[src/rtl/bus_split.sv]
// Splits one merged word into two independently drained output channels (da = upper, db = lower).
// Each channel holds one field; a new word is accepted only once both channels can take it.
module bus_split #(
  parameter int DA_W = 48,
  parameter int DB_W = 64
) (
  input  logic                 clk,
  input  logic                 rst_n,
  input  logic [DA_W+DB_W-1:0] in_data,
  input  logic                 in_valid,
  output logic                 in_ready,
  output logic [DA_W-1:0]      da,
  output logic                 da_valid,
  input  logic                 da_ready,
  output logic [DB_W-1:0]      db,
  output logic                 db_valid,
  input  logic                 db_ready,
  output logic [15:0]          word_count
);

  // Handshake: a channel transfers on a rising edge where its valid and ready are both 1.
  // Valid never drops before its transfer, and data is held stable while valid & ~ready.

  // Channel occupancy: bit 1 = da full, bit 0 = db full.
  localparam logic [1:0] ST_EMPTY  = 2'b00;
  localparam logic [1:0] ST_B_ONLY = 2'b01;
  localparam logic [1:0] ST_A_ONLY = 2'b10;
  localparam logic [1:0] ST_BOTH   = 2'b11;

  logic [1:0] state_q;
  logic [1:0] state_d;
  logic       in_fire;

  assign da_valid = state_q[1];
  assign db_valid = state_q[0];
  assign in_ready = (~da_valid | da_ready) & (~db_valid | db_ready);
  assign in_fire  = in_valid & in_ready;

  always_comb begin
    state_d = state_q;
    if (in_fire) begin
      state_d = ST_BOTH;
    end else begin
      case (state_q)
        ST_BOTH: begin
          case ({da_ready, db_ready})
            2'b11:   state_d = ST_EMPTY;
            2'b10:   state_d = ST_B_ONLY;
            2'b01:   state_d = ST_A_ONLY;
            default: state_d = ST_BOTH;
          endcase
        end
        ST_A_ONLY: if (da_ready) state_d = ST_EMPTY;
        ST_B_ONLY: if (db_ready) state_d = ST_EMPTY;
        default:   state_d = ST_EMPTY;
      endcase
    end
  end

  always_ff @(posedge clk or negedge rst_n) begin
    if (!rst_n) begin
      state_q    <= ST_EMPTY;
      da         <= '0;
      db         <= '0;
      word_count <= 16'd0;
    end else begin
      state_q <= state_d;
      if (in_fire) begin
        da         <= in_data[DA_W+DB_W-1:DB_W];
        db         <= in_data[DB_W-1:0];
        word_count <= word_count + 16'd1;
      end
    end
  end

endmodule

[config.mk]
export PLATFORM = sky130hd
export DESIGN_NAME = bus_split
export DESIGN_NICKNAME = d
export VERILOG_FILES = /design/src/rtl/bus_split.sv
export SDC_FILE = /design/constraint.sdc
export NUM_CORES = 1
export LEC_CHECK = 0
export BUFFER_PORTS_ARGS = -buffer_cell sky130_fd_sc_hd__buf_4
export CAP_MARGIN = 20
export CORE_ASPECT_RATIO = 1.4
export CORE_MARGIN = 2
export CORE_UTILIZATION = 46
export CTS_CLUSTER_DIAMETER = 80
export DETAILED_ROUTE_END_ITERATION = 12
export PLACE_DENSITY = 0.8
export SYNTH_ARGS = -nofsm -noshare
export SYNTH_HDL_FRONTEND = slang
export SYNTH_SLANG_ARGS = --single-unit
[constraint.sdc]
create_clock -name clk -period 1.65 [get_ports clk]
set_input_delay 0 -clock clk [delete_from_list [all_inputs] [get_ports clk]]
set_output_delay 0 -clock clk [all_outputs]
set_load 0.01 [all_outputs]
==> run metrics, run 1 <==
type of the worst setup path=reg2reg; initial antenna violation count=1; Cell Pwr Density=1260 nW/µm²; FF+latch count, synth=130; Synthesized Nets=421; layout cells sized above 1=0.576; die width=93.3 µm; total gr overflow=0; die height=129 µm; largest area contributor in the netlist=dfrtp_1; Post-Layout Cell Count=830; status=completed; final hold vios=0; leakage=4.27 nW; Final Max Slew Viols=0; f_max=614 MHz; Synth top area share=0.634; Critical R2R Launch=state_q[1]; Max Cap Viol=0; register area share after synthesis=0.634; Post-Syn Area=5130 µm²; Top Metal Used=met4; Final HPWL DP=8900 µm; most frequent cells in the layout=248 x buf_4, 130 x dfrtp_1, 116 x dlygate4sd3_1; via-per-instance ratio=4.90; met2 WL=8710 µm; Min-Delay Path Class=in2async; drt total wl=16200 µm; # DRC=0; CTS root buf=clkbuf_16; Arr. time, crit path=1.91 ns; # clock sinks=130; Core ar.=10900 µm²; Mapped Cells=303; Final Critical Period=1.63 ns; Yosys warnings=0; setup TNS=0 ns; Iteration-0 DRC Markers=154; Crit. Startpoint=state_q[1]; DR WL met3=1160 µm; Worst-path clk slew=0.05 ns; H-tree depth=4; worst slack, placed=0.0762 ns; mean cell area of the mapped netlist=16.9 µm²; mean routed wirelength per cell=19.6 µm; final worst-path cycle share=0.987; crit-path max FO=5; die area=12000 µm²; Post-CTS Setup Bufs=0; first-pass GRT wire length=24500 µm; commonest non-fill, non-tap cell in the layout=buf_4; vias in the first global route=4605; cts bufs inserted=17; fin nets=796; Post-Place Cells=684; 1st-pass router iterations=4; Row Count=45; Overall Global Routing Usage=0.272; R2R depth=4; Setup crit end kind=flop; clk buf depth=2; CTS tree=done; GP Congestion=0.729; Final Skew=0.00483 ns; final setup fails=0; CP required=1.93 ns; Slew HR=0.662; Routed Antenna Nets=0; worst setup margin=0.0220 ns; R2R Path End=word_count[8]; largest net degree at the start of global routing=63; initial cell density of the core=0.473; vias post-DR=4063; Worst IR Drop VDD=0.769 mV; reg-to-reg slack, setup=0.02 ns; leading cell types by total area after synthesis=dfrtp_1 63%, mux2_2 16%, mux2_4 12%, xnor2_1 1.7%, buf_6 1.3%; clk_lat worst skew=0.41 ns; Worst Max-Slew Pin Slew=0.506 ns; library cells used by synthesis=21; P&R area growth vs syn=73.3%; I/O Buffers=247; Startpoint Class=flop; WL met1=5660 µm; num ports=248
kinds of logic after synthesis:
family                   after synthesis  share of synthesized area
AND/OR/NAND/NOR                       31                     0.0414
multiplexers                         113                      0.277
buffers and inverters                 13                     0.0200
adder cells (fa/ha/maj)                1                    0.00244
flip-flops                           130                      0.634
XOR/XNOR                              15                     0.0256
stage by stage:
step	total power, W	cell area (µm²)	hold WS [ns]	util
3_5_place_dp	0.00733	7170	-0.0966	0.660
3_3_place_gp	0.00723	7170	-0.0976	0.660
2_1_floorplan	0.00567	5130	-0.296	-
5_1_grt	0.0117	8900	0.0291	0.819
4_1_cts	0.0111	8880	0.0157	0.817
6_report	0.0112	8900	0.0260	0.819
timing repair:
item / CTS / global route
hold endpoints to repair: 244 / 0
hold buffers: 116 / 0
endpoints found under the setup margin: 0 / 3
gates resized for setup: 0 / 2
sequential cells by signal, indices dropped and copies added (netlist names):
register and flops:
state_q 2, word_count 16, db 64, da 48
worst max-delay path by stage:
stage	end	slack [ns]	cells past startpoint
after floorplan	da[0]	0.14	6
after global placement	da[45]	0.13	4
after detailed placement	da[20]	0.08	4
after CTS	in_ready	0.05	3
after global routing	word_count[9]	-0.05	4
final	word_count[8]	0.02	4
synthesized netlist by cell type:
library cell,instances
dfrtp_1,130
mux2_2,73
mux2_4,40
xnor2_1,10
buf_2,7
nand2_1,7
buf_6,6
nand4_1,6
xor2_1,5
nand3_1,4
and3_1,3
nor2b_1,2
nor4_4,2
and2_1,1
and3_4,1
and4_1,1
ha_1,1
nand2b_1,1
nand2b_4,1
nor2_1,1
nor3_1,1
per-layer routing:
layer / track usage / vias up
li1: - / 1821
met1: 0.281 / 1993
met2: 0.493 / 201
met3: 0.0843 / 48
met4: 0.137 / 0
met5: 0 / -
worst max-delay path, stage by stage (launching register included):
cell     delay, ns
dfrtp_1       0.41
nor2b_1       0.22
nor4_4        0.45
nand3_1       0.22
xnor2_2       0.19
final cells by class:
class / count / area [µm²]
Fill cell: 550 / 1970
Clock buffer: 23 / 468
Timing Repair Buffer: 369 / 3130
Sequential cell: 130 / 3250
Multi-Input combinational cell: 160 / 1790
Tap cell: 141 / 176
Clock inverter: 6 / 82.6
Antenna cell: 1 / 2.50
report_power, final:
group	leakage, nW	internal, W	switching, W	total (W)
sequential	1.55	0.00389	0.000496	0.00438
clock	0.269	0.00227	0.00128	0.00355
combinational	2.46	0.00196	0.00131	0.00327
total	4.27	0.00812	0.00308	0.0112
(Power assumes the default switching activity.)
==> run 2: changes to the inputs <==
clock period = 1.7 ns   (was 1.65 ns; I/O delays follow)
==> run metrics, run 2 (same netlist as run 1, synthesis figures left out) <==
Max Cap Viol=0; fin nets=796; P&R area growth vs syn=74.4%; Row Count=45; I/O Buffers=247; Iteration-0 DRC Markers=121; Final Skew=0.00772 ns; delay-heaviest family, CP=flip-flops; CTS tree=done; type of the worst setup path=reg2reg; num ports=248; first-pass GRT wire length=24200 µm; worst path bufs/invs=1; initial cell density of the core=0.473; Arr. time, crit path=1.90 ns; die height=129 µm; CP cell instances=nand2b_1, and3_4, buf_12, mux2_2; Worst IR Drop VDD=0.842 mV; CP required=1.99 ns; CTS root buf=clkbuf_16; Routed Antenna Nets=0; Largest Register=db; mean routed wirelength per cell=18.7 µm; # clock sinks=130; H-tree depth=4; Worst-path clk slew=0.06 ns; Slew HR=0.671; die area=12000 µm²; final worst-path cycle share=0.952; clk buf depth=2; leakage=4.29 nW; commonest non-fill, non-tap cell in the layout=buf_4; Worst Max-Slew Pin Slew=0.493 ns; slowest CP cell=dfrtp_1; leading registers by flop count=db x64, da x48, word_count x16; cts bufs inserted=17; Final HPWL DP=8940 µm; # DRC=0; Core ar.=10900 µm²; Post-CTS Setup Bufs=0; f_max=618 MHz; drt total wl=15600 µm; status=completed; vias in the first global route=4587; Final Max Slew Viols=0; die width=93.3 µm; via-per-instance ratio=4.88; final hold vios=0; layout cells sized above 1=0.576; 1st-pass router iterations=4; GP Congestion=0.751; initial antenna violation count=1; crit-path max FO=58; Overall Global Routing Usage=0.267; Final Critical Period=1.62 ns; setup TNS=0 ns; Setup crit end kind=flop; Min-Delay Path Class=in2async; Largest register FFs=64; post-cts resize count=0; reg-to-reg slack, setup=0.08 ns; unrepaired setup endpoints after global routing=false; Cell Pwr Density=1250 nW/µm²; largest net degree at the start of global routing=59; most frequent cells in the layout=248 x buf_4, 130 x dfrtp_1, 116 x dlygate4sd3_1; final setup fails=0; clk_lat worst skew=0.41 ns; Startpoint Class=flop; total gr overflow=0; vias post-DR=4068; max incr delay on CP=0.40 ns; Min Hold Slack=0.0719 ns
-- run 2: cell count changes in the layout (fill, tap and decap cells not counted) --
| cell | previous run | this run |
|---|---|---|
| xnor2_1 | 9 | 10 |
| bufinv_16 | 2 | 4 |
| clkinvlp_4 | 1 | 2 |
| clkinv_4 | 0 | 1 |
| buf_12 | 4 | 5 |
| buf_16 | 1 | 0 |
| xnor2_2 | 1 | 0 |
| clkinv_2 | 3 | 2 |
-- run 2: metrics by stage --
step	utilization	instance area, µm²	std cells	total power (W)	worst slack [ns]
after floorplan	-	5130	303	0.00550	0.193
after global placement	0.660	7170	684	0.00700	0.185
after detailed placement	0.660	7170	684	0.00711	0.135
after CTS	0.824	8950	832	0.0112	0.121
after global routing	0.824	8960	833	0.0117	0.00318
final	0.824	8960	833	0.0112	0.0821
-- run 2: path summary, 6_finish.rpt --
path	to	startpoint	depth (start not counted)
max	db[27]	state_q[0]	4
min	da[14]	rst_n	2
max reg2reg	db[27]	state_q[0]	4
min reg2reg	word_count[13]	word_count[13]	1
max in group asynchronous	da[18]	rst_n	3
min in group clk	db[42]	in_data[42]	3
-- run 2: repair_timing --
action | 4_1_cts | 5_1_grt
endpoints found under the setup margin | 0 | 0
endpoints found under the hold margin | 244 | 0
hold buffers | 116 | 0
-- run 2: final cells by class --
class                      instances  area [µm²]
clock buffer                      23         468
sequential                       130        3250
multi-input combinational        160        1780
timing repair buffer             369        3120
fill                             525        1910
tap                              141         176
clock inverter                     9         154
antenna                            1        2.50
-- run 2: metal layers --
layer,wire (µm),track usage,vias to the layer above
li1,-,-,1814
met1,5240,0.278,2007
met2,8690,0.491,208
met3,1170,0.0762,39
met4,520,0.126,0
met5,0,0,-
-- run 2: power by group --
group	total, W	internal [W]	switching, W
logic	0.00311	0.00189	0.00122
clock network	0.00381	0.00253	0.00128
registers	0.00426	0.00377	0.000492
total	0.0112	0.00819	0.00300
